==> src/rtl/sar_search.sv <==
// Successive-approximation search over [0, 2^WIDTH-1] driven by an external comparator.
// Optional macro SAR_SEARCH_XCHECK_EN aborts a search on X/Z comparator inputs and flags error.
module sar_search #(
  parameter int unsigned WIDTH = 4
) (
  input  logic             clk,
  input  logic             rst,
  input  logic             start,
  output logic [WIDTH-1:0] guess,
  input  logic             cmp_valid,
  input  logic             cmp_eq,
  input  logic             cmp_gt,
  output logic             busy,
  output logic             done,
  output logic             found,
  output logic [WIDTH-1:0] result,
  output logic             error
);

  typedef enum logic [1:0] {IDLE, PROBE, DONE} state_t;

  localparam logic [WIDTH:0] ONE = (WIDTH+1)'(1);
  localparam logic [WIDTH:0] TOP = {1'b0, {WIDTH{1'b1}}};

  state_t           state;
  logic [WIDTH-1:0] lo;
  logic [WIDTH-1:0] hi;
  logic [WIDTH:0]   g_inc;
  logic [WIDTH:0]   g_dec;

  // Bounds are kept with a spare bit so lo+((hi-lo)>>1) can never wrap.
  function automatic logic [WIDTH-1:0] midpoint(input logic [WIDTH:0] l, input logic [WIDTH:0] h);
    return WIDTH'(l + ((h - l) >> 1));
  endfunction

  assign g_inc = {1'b0, guess} + ONE;
  assign g_dec = {1'b0, guess} - ONE;

`ifdef SAR_SEARCH_XCHECK_EN
  logic err_q;
  logic cmp_unknown;
  // x^x stays x, so any X/Z on either comparator bit makes this case-inequality true.
  assign cmp_unknown = (({cmp_eq, cmp_gt} ^ {cmp_eq, cmp_gt}) !== 2'b00);
  assign error = err_q;
`else
  assign error = 1'b0;
`endif

  always_ff @(posedge clk) begin
    if (rst) begin
      state  <= IDLE;
      lo     <= '0;
      hi     <= '0;
      guess  <= '0;
      busy   <= 1'b0;
      done   <= 1'b0;
      found  <= 1'b0;
      result <= '0;
`ifdef SAR_SEARCH_XCHECK_EN
      err_q  <= 1'b0;
`endif
    end else begin
      case (state)
        IDLE: begin
          done <= 1'b0;
          if (start) begin
            lo     <= '0;
            hi     <= '1;
            guess  <= midpoint('0, TOP);
            found  <= 1'b0;
            result <= '0;
`ifdef SAR_SEARCH_XCHECK_EN
            err_q  <= 1'b0;
`endif
            busy   <= 1'b1;
            state  <= PROBE;
          end
        end
        PROBE: begin
          if (cmp_valid) begin
`ifdef SAR_SEARCH_XCHECK_EN
            if (cmp_unknown) begin
              err_q  <= 1'b1;
              found  <= 1'b0;
              result <= '0;
              busy   <= 1'b0;
              done   <= 1'b1;
              state  <= DONE;
            end else
`endif
            if (cmp_eq) begin
              found  <= 1'b1;
              result <= guess;
              busy   <= 1'b0;
              done   <= 1'b1;
              state  <= DONE;
            end else if (cmp_gt) begin
              if (guess == hi) begin
                busy  <= 1'b0;
                done  <= 1'b1;
                state <= DONE;
              end else begin
                lo    <= WIDTH'(g_inc);
                guess <= midpoint(g_inc, {1'b0, hi});
              end
            end else begin
              if (guess == lo) begin
                busy  <= 1'b0;
                done  <= 1'b1;
                state <= DONE;
              end else begin
                hi    <= WIDTH'(g_dec);
                guess <= midpoint({1'b0, lo}, g_dec);
              end
            end
          end
        end
        DONE: begin
          done  <= 1'b0;
          state <= IDLE;
        end
        default: state <= IDLE;
      endcase
    end
  end

endmodule

==> config.mk <==
export PLATFORM = sky130hd
export DESIGN_NAME = sar_search
export DESIGN_NICKNAME = d
export VERILOG_FILES = /design/src/rtl/sar_search.sv
export SDC_FILE = /design/constraint.sdc
export NUM_CORES = 1
export LEC_CHECK = 0
export ABC_AREA = 1
export ABC_CLOCK_PERIOD_IN_PS = 5100
export CORE_ASPECT_RATIO = 2
export CORE_MARGIN = 8
export CORE_UTILIZATION = 60
export CTS_CLUSTER_DIAMETER = 150
export DETAILED_ROUTE_END_ITERATION = 12
export GPL_TIMING_DRIVEN = 0
export PLACE_DENSITY = 0.94
export SKIP_LAST_GASP = 1
export SYNTH_ARGS = -nofsm -noshare
export SYNTH_HDL_FRONTEND = slang
export SYNTH_SLANG_ARGS = --single-unit
==> constraint.sdc <==
create_clock -name clk -period 5.1 [get_ports clk]
set_input_delay 1.53 -clock clk [delete_from_list [all_inputs] [get_ports clk]]
set_output_delay 1.53 -clock clk [all_outputs]
set_load 0.1 [all_outputs]
[After elaboration in Yosys (flattened, before gate mapping)]
Cells that the tools add are included.
Storage, ports and cells
  flip-flop bits (word level): 21
  logic and storage cells: 87
Cells by class
  $add $sub $neg: 6
  eq/ne operators: 16
  multiplexer cells: 46
  reduce and logical (&&, ||, !) cells: 11
Operators with widths (count)
  $mux 4: 18
  $pmux 4 s2: 4
  $reduce_and 6->1: 3
  $ne 2x2->1 const B: 8
  $mux 1: 14
  $mux 2: 6
  $reduce_and 4->1: 3
  $add 4x4->4: 2
  $eq 4x4->1: 2
  $ne 4x4->1 const B: 2
  $ne 3x3->1 const B: 2
  $pmux 1 s2: 3
  $add 4x1->5 const B: 1
  $reduce_and 5->1: 1
  $sub 4x1->5 const B: 1
  $sub 4x5->5: 1
  $sub 5x4->5: 1
  $pmux 2 s2: 1
  $reduce_bool 2->1: 2
  $eq 2x1->1 const B: 1
  $eq 2x2->1 const B: 1
  $logic_not 2->1: 1
  $reduce_or 2->1: 1

[Logic depth before layout (Yosys ltp)]
Gate-level depths: netlist of run 1.
  word-level depth: 8
  mapped depth: 18
  depth with buffers taken out: 18

[Least setup slack after synthesis of run 1]
No wires, ideal clock.
  path kind: flip-flop to flip-flop
  start: register guess[0]
  end: register guess[3]
  library setup time: 119 ps
  arrival: 3317 ps
  slack: 1664 ps
  cell stages (with the launch flop): 18
  path buffers: 0
  path through: dfxtp_1 -> inv_1 -> ha_1 -> inv_1 -> ha_1 -> nand3_1 -> nand2_1 -> xor2_1 -> ha_1 -> nand2_1 -> nand2_1 -> a31o_2 -> nand3_1 -> nand3_1 -> nand2_1 -> inv_1 -> nand2_1 -> a21oi_1
Between the ends
  cells in the longest elaborated chain, start to end: 8
Ends and longest elaborated chain
  from (decl): line 9  | output logic [WIDTH-1:0] guess,
  from (signal assigned): line 69  | guess <= midpoint('0, TOP);
  from (signal assigned): line 104  | guess <= midpoint(g_inc, {1'b0, hi});
  from (signal assigned): line 113  | guess <= midpoint({1'b0, lo}, g_dec);
  $sub 4x1->5 or $add 4x1->5 (tied branches): line 37, 36
  $sub 5x4->5 or $sub 4x5->5 (tied branches): line 33  | return WIDTH'(l + ((h - l) >> 1));
  $add 4x4->4: line 33
  $mux 4 (on tied branches): line 107, 98
  $mux 4: line 97  | end else if (cmp_gt) begin
  $mux 4: line 91  | if (cmp_eq) begin
  $mux 4: line 80  | if (cmp_valid) begin
  $pmux 4 s2: line 63  | case (state)
Several ways; a longest one is shown, not always the timed one. The select of a mux whose other input is x is not followed.
A chain may end at the register's enable or synchronous reset.

[Final worst setup path of run 1]
  start: register guess[1]
  end: output guess[1]
No word-level cell between the ends.

==> results of run 1 <==
## cells in the final DEF, fill, tap and decap left out
master           instances
fa_1                     4
nor2_2                   1
nor2_1                  16
a21o_1                   1
nand3_1                 18
nor3_2                   1
clkbuf_1                 2
a21oi_1                 20
ha_1                    14
o21ai_0                 12
nand2_2                  2
buf_4                    1
inv_1                   40
a211oi_1                 3
xor2_1                  13
buf_6                    1
a31oi_1                  3
clkdlybuf4s50_1         16
nand2b_1                 1
a31o_2                   1
clkbuf_8                 3
nor3_1                   4
inv_2                    1
conb_1                   1
or2_2                    1
dfxtp_1                 21
buf_2                    1
nand2_1                 61
xnor2_1                  1
## registers in the layout (all words and copies together), names as in the netlist
register,cells
state,2
lo,4
found,1
busy,1
guess,4
hi,4
result,4
done,1
## report_power, final
part	switching [mW]	internal (mW)
logic	0.641	0.346
registers	0.0440	0.197
clock network	0.0573	0.0558
total	0.743	0.599
## cells in the mapped netlist
cell type   n
nand3_1    18
nor3_1      4
nand2b_1    1
buf_4       1
nand2_1    61
clkbuf_1    1
buf_2       1
conb_1      1
a31o_2      1
a21o_1      1
xor2_1     13
fa_1        4
nor3_2      1
ha_1       14
a21oi_1    20
nor2_2      1
dfxtp_1    21
inv_2       1
nor2_1     16
or2_2       1
a211oi_1    3
xnor2_1     1
buf_6       1
o21ai_0    12
inv_1      40
nand2_2     2
a31oi_1     3
## how the worst max path moves through the flow
stage / from / to / slack, ns / depth (start not counted)
floorplan: guess[0] / guess[3] / 1.66 / 17
global placement: guess[1] / guess[1] / 1.81 / 1
detailed placement: guess[1] / guess[1] / 1.80 / 1
CTS: guess[1] / guess[1] / 1.51 / 1
global route: guess[0] / guess[0] / 1.48 / 1
finish: guess[1] / guess[1] / 1.50 / 1
## area by class of cell
type	count	area [um2]
fill	216	785.8
tap	29	36.28
clock buffer	4	45.04
multi-input combinational	178	1040
inverter	41	153.9
buffer	4	27.53
timing repair buffer	16	160.2
sequential	21	420.4
## layer usage
layer	GRT usage (%)	routed length (um)	share of wire (%)
met3	3.795	352	8.5
met5	0	0	0
met4	10.43	175	4.2
met1	19.50	1539	37
met2	29.13	2079	50
## through the flow
step           worst slack, ns  std cells  area, um2  hold WS, ns
2_1_floorplan            1.664        244       1642       0.4822
3_3_place_gp             1.809        289       1838       0.4483
3_5_place_dp             1.803        289       1838       0.4574
4_1_cts                  1.511        293       1883       0.4691
5_1_grt                  1.485        293       1883       0.4827
6_report                 1.495        293       1883       0.4648
## kinds of logic (layout without fill, tap and decap cells)
kind of cell,after synthesis,in the layout,share of synthesized area [%]
xor+xnor,14,14,7.470
other cells,1,1,0.2284
fa+ha+maj,18,18,15.55
compound gates,40,40,13.26
buf+inv,45,65,11.05
flops,21,21,25.61
simple gates,105,105,26.83
==> summary.md, run 1 <==
## Status
- status: finished clean

## Global route
- Congestion Overflow GR: 0
- global-route wire length before repair: 6.893 mm
- vias in the first global route: 1650
- maximum number of pins on one net before global-route repair: 12
- initial antenna violation count: 0
- all-layer global routing usage: 17.80%

## Die
- Chip Height: 89.97 um
- std cell rows: 27
- floorplan core area: 2669 um2
- die extent in x: 52.99 um
- Total Die Area: 4767 um2
- top-level port count: 18
- Initial Util: 61.51%

## Logic synthesis
- Seq/Total Area, Yosys: 25.61%
- leading cell types by total area after synthesis: dfxtp_1, nand2_1, ha_1
- Mapped Area: 1642 um2
- synthesized net count: 268
- Avg Cell Area, Syn: 6.728 um2
- share of Yosys cell area claimed by the top area cell type: 25.61%
- top cell type by total area after synthesis: dfxtp_1
- #FFs+latches synth: 21
- count of cell types in the netlist: 27
- post-synthesis cell count: 244
- Yosys warning count: 0

## Min path
- Worst Hold Class: reg2reg
- Hold Path Origin: found
- sink of the worst hold path: found
- Hold Path Depth: 2

## CTS
- clock latency on the worst-skew pair: 0.26 ns
- number of buffers inserted during clock tree synthesis: 3
- number of sinks handled by clock tree synthesis: 21
- clock-pin slew of the registers on the worst-case setup and hold paths: 0.08 ns
- H-tree Lvls: 1
- total of cells resized after clock tree synthesis: 0
- CTS root buf: clkbuf_8
- hold_buf cts: 0
- number of setup buffers added after CTS: 0
- maximum buffer depth of the clock tree: 2
- clock tree from TritonCTS: built

## Setup path
- arrival time of the worst setup path: 2.07 ns
- CP peak stage delay: 1.22 ns
- Critical Path Slowest Stage Cell: clkdlybuf4s50_1
- R2R Path End: guess[3]
- category of the worst setup path capture point: output port
- setup slack of the most critical reg-to-reg path: 1.88 ns
- required time of the critical path: 3.57 ns
- category of the most critical setup path: reg2out
- critical path, cell by cell: clkdlybuf4s50_1
- number of buffer and inverter instances along the worst setup path: 1
- Worst Reg2Reg Path Length in Cells: 18
- CP Max Fanout: 8
- startpoint type of the worst setup path: register
- reg-to-reg startpoint: guess[0]
- Largest delay share family, worst path: buffers and inverters

## STA
- skew final: 0.001734 ns
- aggregate negative setup slack: 0 ns
- fmax: 277.4 MHz
- number of max-slew violations in the final report: 0
- final worst path period share: 70.68%
- Worst slew margin: 34.66%
- Final Critical Period: 3.605 ns
- Setup violations, final: 0
- Worst-Margin Slew: 0.9770 ns
- Hold Vio Cnt, Final: 0
- RSZ-0062 raised after global routing: false

## Route
- post-detailed-route wirelength per cell: 14.15 um
- ratio of routed vias to standard cells: 5.621
- Residual DRC: 0
- Routed Wire Length: 4.147 mm
- number of iterations in the first detailed-routing pass: 4
- via count: 1647
- Iteration-0 DRC Markers: 74
- antenna-violating nets left: 0

## Final layout
- fraction of final layout cells sized beyond drive strength 1: 4.924%
- Synth-to-Final Area Change: 14.71%
- # nets final: 289
- post-layout util: 70.56%
- number of diodes added for antenna fixing: 0

## Placement
- RD Place Congestion: 0.9062
- port buffer count: 16
- post-DP HPWL: 3.235 mm

## Power and ir drop
- power density cells: 712.3 nW/um2
- leakage power: 0.9481 nW
- worst supply voltage drop on vdd: 483.1 uV
- total power draw: 1.341 mW

## Run
- number of violations of the max-capacitance limit: 0

Note: power is estimated with default switching activity, not from simulation.
==> run 2: changes to the inputs <==
- ABC_CLOCK_PERIOD_IN_PS: 5100 -> 3000
- CORE_UTILIZATION: 60 -> 51
- PLACE_DENSITY: 0.94 -> 0.86
- clock period: 5.1 -> 3 ns (I/O delays scaled with it)
==> run 2 against run 1 <==
Effect of this change: hold slack improved by 0.0051 ns; combinational power rose by 71%; critical endpoint is now guess[3]; cell count rose by 0.68%; sequential share of layout area fell by 0.19 points.
==> summary.md, run 2 (same netlist as run 1, synthesis figures left out) <==
## STA
- Setup violations, final: 0, unchanged
- Worst-Margin Slew: 0.9807 ns, +0.003661 ns
- Final Critical Period: 2.796 ns
- Hold Vio Cnt, Final: 0, unchanged
- number of max-slew violations in the final report: 0, unchanged
- WHS: 0.4699 ns, +0.005068 ns
- final worst path period share: 93.20%
- RSZ-0062 raised after global routing: false
- aggregate negative setup slack: 0 ns, unchanged
- fmax: 357.7 MHz
- skew final: 0.001109 ns, -0.0006250 ns
- Worst slew margin: 34.42%, -0.24 points

## Global route
- initial antenna violation count: 0, unchanged
- maximum number of pins on one net before global-route repair: 13, +1
- Congestion Overflow GR: 0, unchanged
- global-route wire length before repair: 6.651 mm, -3.5%
- vias in the first global route: 1577, -4.4%
- all-layer global routing usage: 14.86%, -2.9 points

## Route
- Residual DRC: 0, unchanged
- Routed Wire Length: 3.940 mm, -5.0%
- number of iterations in the first detailed-routing pass: 4, unchanged
- Iteration-0 DRC Markers: 68, -8.1%
- antenna-violating nets left: 0, unchanged
- via count: 1586, -3.7%
- post-detailed-route wirelength per cell: 13.36 um, -5.6%
- ratio of routed vias to standard cells: 5.376, -4.4%

## Die
- std cell rows: 29, +7.4%
- floorplan core area: 3120 um2, +17%
- Total Die Area: 5400 um2, +13%
- Chip Height: 96.24 um, +7.0%
- top-level port count: 18, unchanged
- die extent in x: 56.12 um, +5.9%
- Initial Util: 52.61%, -8.9 points

## Setup path
- category of the worst setup path capture point: register
- category of the most critical setup path: reg2reg
- startpoint type of the worst setup path: register
- arrival time of the worst setup path: 2.98 ns, +0.91 ns
- required time of the critical path: 3.18 ns, -0.39 ns
- CP Max Fanout: 9, +1

## Final layout
- # nets final: 289, unchanged
- FILL cells: 262, +21%
- fraction of final layout cells sized beyond drive strength 1: 8.712%, +3.8 points
- number of diodes added for antenna fixing: 0, unchanged
- most common cell after layout, fill and taps aside: nand2_1
- Synth-to-Final Area Change: 18.44%
- Multi-input gate area: 1087 um2, +4.6%
- sequential cell area: 430.4 um2, +2.4%
- Post-Layout Cell Count: 295, +0.68%
- leading cell types in the layout, fill and taps excluded: nand2_1, inv_1, a21oi_1

## Status
- status: finished clean

## CTS
- CTS root buf: clkbuf_8
- number of buffers inserted during clock tree synthesis: 3, unchanged
- maximum buffer depth of the clock tree: 2, unchanged
- clock-pin slew of the registers on the worst-case setup and hold paths: 0.07 ns, about the same
- hold_buf cts: 0, unchanged
- clock latency on the worst-skew pair: 0.26 ns, about the same
- clock tree from TritonCTS: built
- H-tree Lvls: 1, unchanged
- number of sinks handled by clock tree synthesis: 21, unchanged

## Placement
- RD Place Congestion: 0.9325, +2.9%
- port buffer count: 16, unchanged
- cell count after placement: 291, +0.69%
- post-DP HPWL: 3.281 mm, +1.4%

## Min path
- Worst Hold Class: reg2reg

## Power and ir drop
- leakage power: 0.9557 nW, +0.81%
- power density cells: 1172 nW/um2, +65%
- worst supply voltage drop on vdd: 641.7 uV, +33%

## Run
- number of violations of the max-capacitance limit: 0, unchanged

==> run 2: cell count changes in the layout (fill, tap and decap cells not counted), moves of 2 or more <==
cell / change
ha_4: +2
dfxtp_2: +2
dfxtp_4: +2
ha_1: -2
dfxtp_1: -4
==> run 2: worst max-delay path: stages, from the launching register on <==
cell,delay (ns)
dfxtp_4,0.39
inv_1,0.17
ha_4,0.19
xor2_4,0.19
ha_4,0.24
a21oi_1,0.12
nand2_1,0.08
xor2_1,0.15
ha_1,0.33
nand2_1,0.08
nand2_1,0.04
a31o_2,0.23
inv_1,0.05
nand2_1,0.04
nand3_1,0.06
nand2_1,0.05
inv_1,0.07
nand2_1,0.07
a21oi_2,0.16
==> run 2: repair_timing <==
item                                    CTS  global route
gates resized for setup                   0             8
buffers inserted                          0             0
endpoints found under the setup margin    0             1
==> run 2: metrics by stage <==
step | power, mW | cell area, um2 | utilization, % | setup WS (ns)
floorplan | 1.665 | 1649 | - | 0.06331
global placement | 1.969 | 1848 | 59.22 | 0.07159
detailed placement | 2.020 | 1848 | 59.22 | 0.03186
CTS | 2.206 | 1894 | 60.71 | 0.01005
global route | 2.503 | 1944 | 62.31 | 0.002523
finish | 2.280 | 1944 | 62.31 | 0.2040
==> run 2: metal layers <==
| metal | up-vias | wire length [um] | global-route usage, % |
|---|---|---|---|
| li1 | 816 | - | - |
| met1 | 712 | 1434 | 12.93 |
| met2 | 45 | 2197 | 30.11 |
| met3 | 13 | 131 | 1.849 |
| met4 | 0 | 177 | 9.879 |
| met5 | - | 0 | 0 |
==> run 2: path summary, 6_finish.rpt <==
check                           startpoint         to  slack [ns]  cells after the start
worst min-delay path             result[1]  result[1]        0.47                      2
worst max register to register    guess[0]   guess[3]        0.20                     18
worst min register to register   result[1]  result[1]        0.47                      2
worst max-delay path              guess[0]   guess[3]        0.20                     18
==> run 2: final cells by class <==
class                   count  share of cell area (%)
repair buffers             16                   8.237
multi-input cells         178                   55.92
well taps                  31                   1.995
clock inverters             1                  0.2574
inverters                  41                   7.915
clock buffers               3                   2.124
flip-flops and latches     21                   22.14
plain buffers               4                   1.416
==> run 2: power breakdown <==
part	internal, mW	switching (mW)	leakage, nW
sequential	0.343	0.0687	0.175
combinational	0.619	1.07	0.756
clock	0.0925	0.0895	0.0255
==> run 3: changes to the inputs <==
- GPL_ROUTABILITY_DRIVEN: not set -> 1
- REMOVE_ABC_BUFFERS: not set -> 1
==> run 3 against run 2 <==
Effect of this change: count of clock-buffer cells in the layout grew 1; core utilization shrank 1.2 points; worst setup slack lost 0.17 ns; sequential power grew 7.1%; clock power grew 4%; sequential share of layout area grew 0.30 points; die area is the same; design area shrank 1.9%; wire length grew 3.3%; via count grew 2.6%; critical path type is now reg2out.
==> summary.md, run 3 (same netlist as run 1, synthesis figures left out) <==
## Final layout
- number of diodes added for antenna fixing: 0, unchanged
- post-layout util: 61.11%, -1.2 points
- FILL cells: 279, +6.5%
- sequential cell area: 427.9 um2, -0.58%
- most common cell after layout, fill and taps aside: nand2_1
- fraction of final layout cells sized beyond drive strength 1: 6.844%, -1.9 points
- leading cell types in the layout, fill and taps excluded: nand2_1, inv_1, a21oi_1
- Synth-to-Final Area Change: 16.16%
- # nets final: 288, -0.35%
- Post-Layout Cell Count: 294, -0.34%
- Multi-input gate area: 1052 um2, -3.2%

## STA
- final worst path period share: 98.99%, +5.8 points
- Setup violations, final: 0, unchanged
- fmax: 336.8 MHz, -5.8%
- number of max-slew violations in the final report: 0, unchanged
- skew final: 0.003979 ns, +0.002869 ns
- Final Critical Period: 2.970 ns, +0.1735 ns
- Worst slew margin: 34.44%, about the same
- Hold Vio Cnt, Final: 0, unchanged
- aggregate negative setup slack: 0 ns, unchanged
- Worst-Margin Slew: 0.9803 ns, -0.0004091 ns

## Setup path
- CP Max Fanout: 10, +1
- CP peak stage delay: 1.22 ns, +0.83 ns
- category of the worst setup path capture point: output port
- R2R Path End: guess[3]
- category of the most critical setup path: reg2out
- critical path, cell by cell: clkdlybuf4s50_1
- Largest delay share family, worst path: buffers and inverters
- Worst Reg2Reg Path Length in Cells: 16, -2
- setup slack of the most critical reg-to-reg path: 0.16 ns, -0.04 ns
- number of buffer and inverter instances along the worst setup path: 1, -2
- required time of the critical path: 2.10 ns, -1.08 ns
- startpoint type of the worst setup path: register
- Crit. path cell count: 1, -17
- arrival time of the worst setup path: 2.07 ns, -0.91 ns
- Critical Path Slowest Stage Cell: clkdlybuf4s50_1
- reg-to-reg startpoint: guess[2]

## Die
- std cell rows: 29, unchanged
- die extent in x: 56.12 um, unchanged
- Initial Util: 52.61%, unchanged
- Chip Height: 96.24 um, unchanged
- Total Die Area: 5400 um2, unchanged
- top-level port count: 18, unchanged
- floorplan core area: 3120 um2, unchanged

## CTS
- H-tree Lvls: 1, unchanged
- maximum buffer depth of the clock tree: 2, unchanged
- clock latency on the worst-skew pair: 0.27 ns, about the same
- CTS root buf: clkbuf_8
- clock-pin slew of the registers on the worst-case setup and hold paths: 0.07 ns, about the same
- hold_buf cts: 0, unchanged
- clock tree from TritonCTS: built
- number of buffers inserted during clock tree synthesis: 3, unchanged
- number of sinks handled by clock tree synthesis: 21, unchanged

## Power and ir drop
- clock network power share: 8.4%, +0.4 points
- relative contribution of combinational cells to total power: 72.2%, -1.8 points
- worst supply voltage drop on vdd: 655.2 uV, +2.1%
- switching portion of total power: 54.01%, +0.23 points
- leakage power: 0.9567 nW, +0.10%
- P_sw: 1.220 mW, -0.50%
- sequential power share: 19.5%, +1.5 points
- power density cells: 1184 nW/um2, +1.0%
- internal cell power: 1.039 mW, -1.4%

## Route
- number of iterations in the first detailed-routing pass: 4, unchanged
- post-detailed-route wirelength per cell: 13.85 um, +3.7%
- ratio of routed vias to standard cells: 5.534, +2.9%
- Iteration-0 DRC Markers: 53, -22%
- Routed Wire Length: 4.071 mm, +3.3%
- antenna-violating nets left: 0, unchanged
- Residual DRC: 0, unchanged
- via count: 1627, +2.6%

## Min path
- Hold Path Origin: result[3]
- Worst Hold Class: reg2reg
- Hold Path Depth: 2, unchanged
- sink of the worst hold path: result[3]

## Global route
- initial antenna violation count: 0, unchanged
- Congestion Overflow GR: 0, unchanged
- global-route wire length before repair: 6.520 mm, -2.0%
- maximum number of pins on one net before global-route repair: 14, +1
- all-layer global routing usage: 14.59%, -0.27 points
- vias in the first global route: 1572, -0.32%

## Placement
- post-DP HPWL: 3.189 mm, -2.8%
- port buffer count: 16, unchanged
- cell count after placement: 287, -1.4%
- RD Place Congestion: 0.8872, -4.9%

## Status
- status: finished clean

## Run
- number of violations of the max-capacitance limit: 0, unchanged

run 3: changes by cell type in the layout (fill, tap and decap cells not counted), sizes merged:
cell	before	now
clkdlybuf4s50	16	15
clkinv	1	0
clkinvlp	0	1
dlymetal6s2s	0	1
inv	41	40
run 3: power by group through the flow:
stage / Sequential [mW] / Clock, mW / Combinational (mW)
3_3_place_gp: 0.436 / 0 / 1.50
5_1_grt: 0.448 / 0.193 / 1.83
3_5_place_dp: 0.435 / 0 / 1.55
6_report: 0.440 / 0.189 / 1.63
2_1_floorplan: 0.594 / 0 / 1.05
4_1_cts: 0.433 / 0.185 / 1.56
run 3: layout make-up:
cell class	count	share of cell area [%]
Multi-Input combinational cell	178	55.18
Sequential cell	21	22.44
Timing Repair Buffer	19	9.711
Inverter	41	8.268
Clock buffer	4	2.362
Tap cell	31	2.034
run 3: layer usage:
metal,track usage [%],share of wire [%]
met5,0,0
met4,9.677,5.0
met3,2.510,4.4
met2,29.83,55
met1,12.09,35
run 3: repair_timing:
action / 4_1_cts / 5_1_grt
setup buffers: 0 / 3
setup endpoints to repair: 1 / 3
gates resized for setup: 2 / 6
run 3: worst max-delay path by stage:
stage | startpoint | end | slack (ns)
6_report | guess[2] | guess[2] | 0.03
5_1_grt | guess[2] | guess[3] | -0.01
4_1_cts | guess[2] | guess[2] | 0.03
3_5_place_dp | guess[0] | guess[3] | -0.07
3_3_place_gp | guess[0] | guess[3] | 0.004
2_1_floorplan | guess[0] | guess[3] | -0.48
run 3: through the flow:
| stage | instance area (um2) | setup slack [ns] | power (mW) | hold WS [ns] |
|---|---|---|---|---|
| final | 1907 | 0.03044 | 2.259 | 0.4624 |
| after global routing | 1907 | -0.01449 | 2.466 | 0.4938 |
| after CTS | 1861 | 0.03185 | 2.176 | 0.4647 |
| after detailed placement | 1813 | -0.06555 | 1.984 | 0.4540 |
| after global placement | 1813 | 0.003999 | 1.940 | 0.4490 |
| after floorplan | 1614 | -0.4834 | 1.641 | 0.4822 |
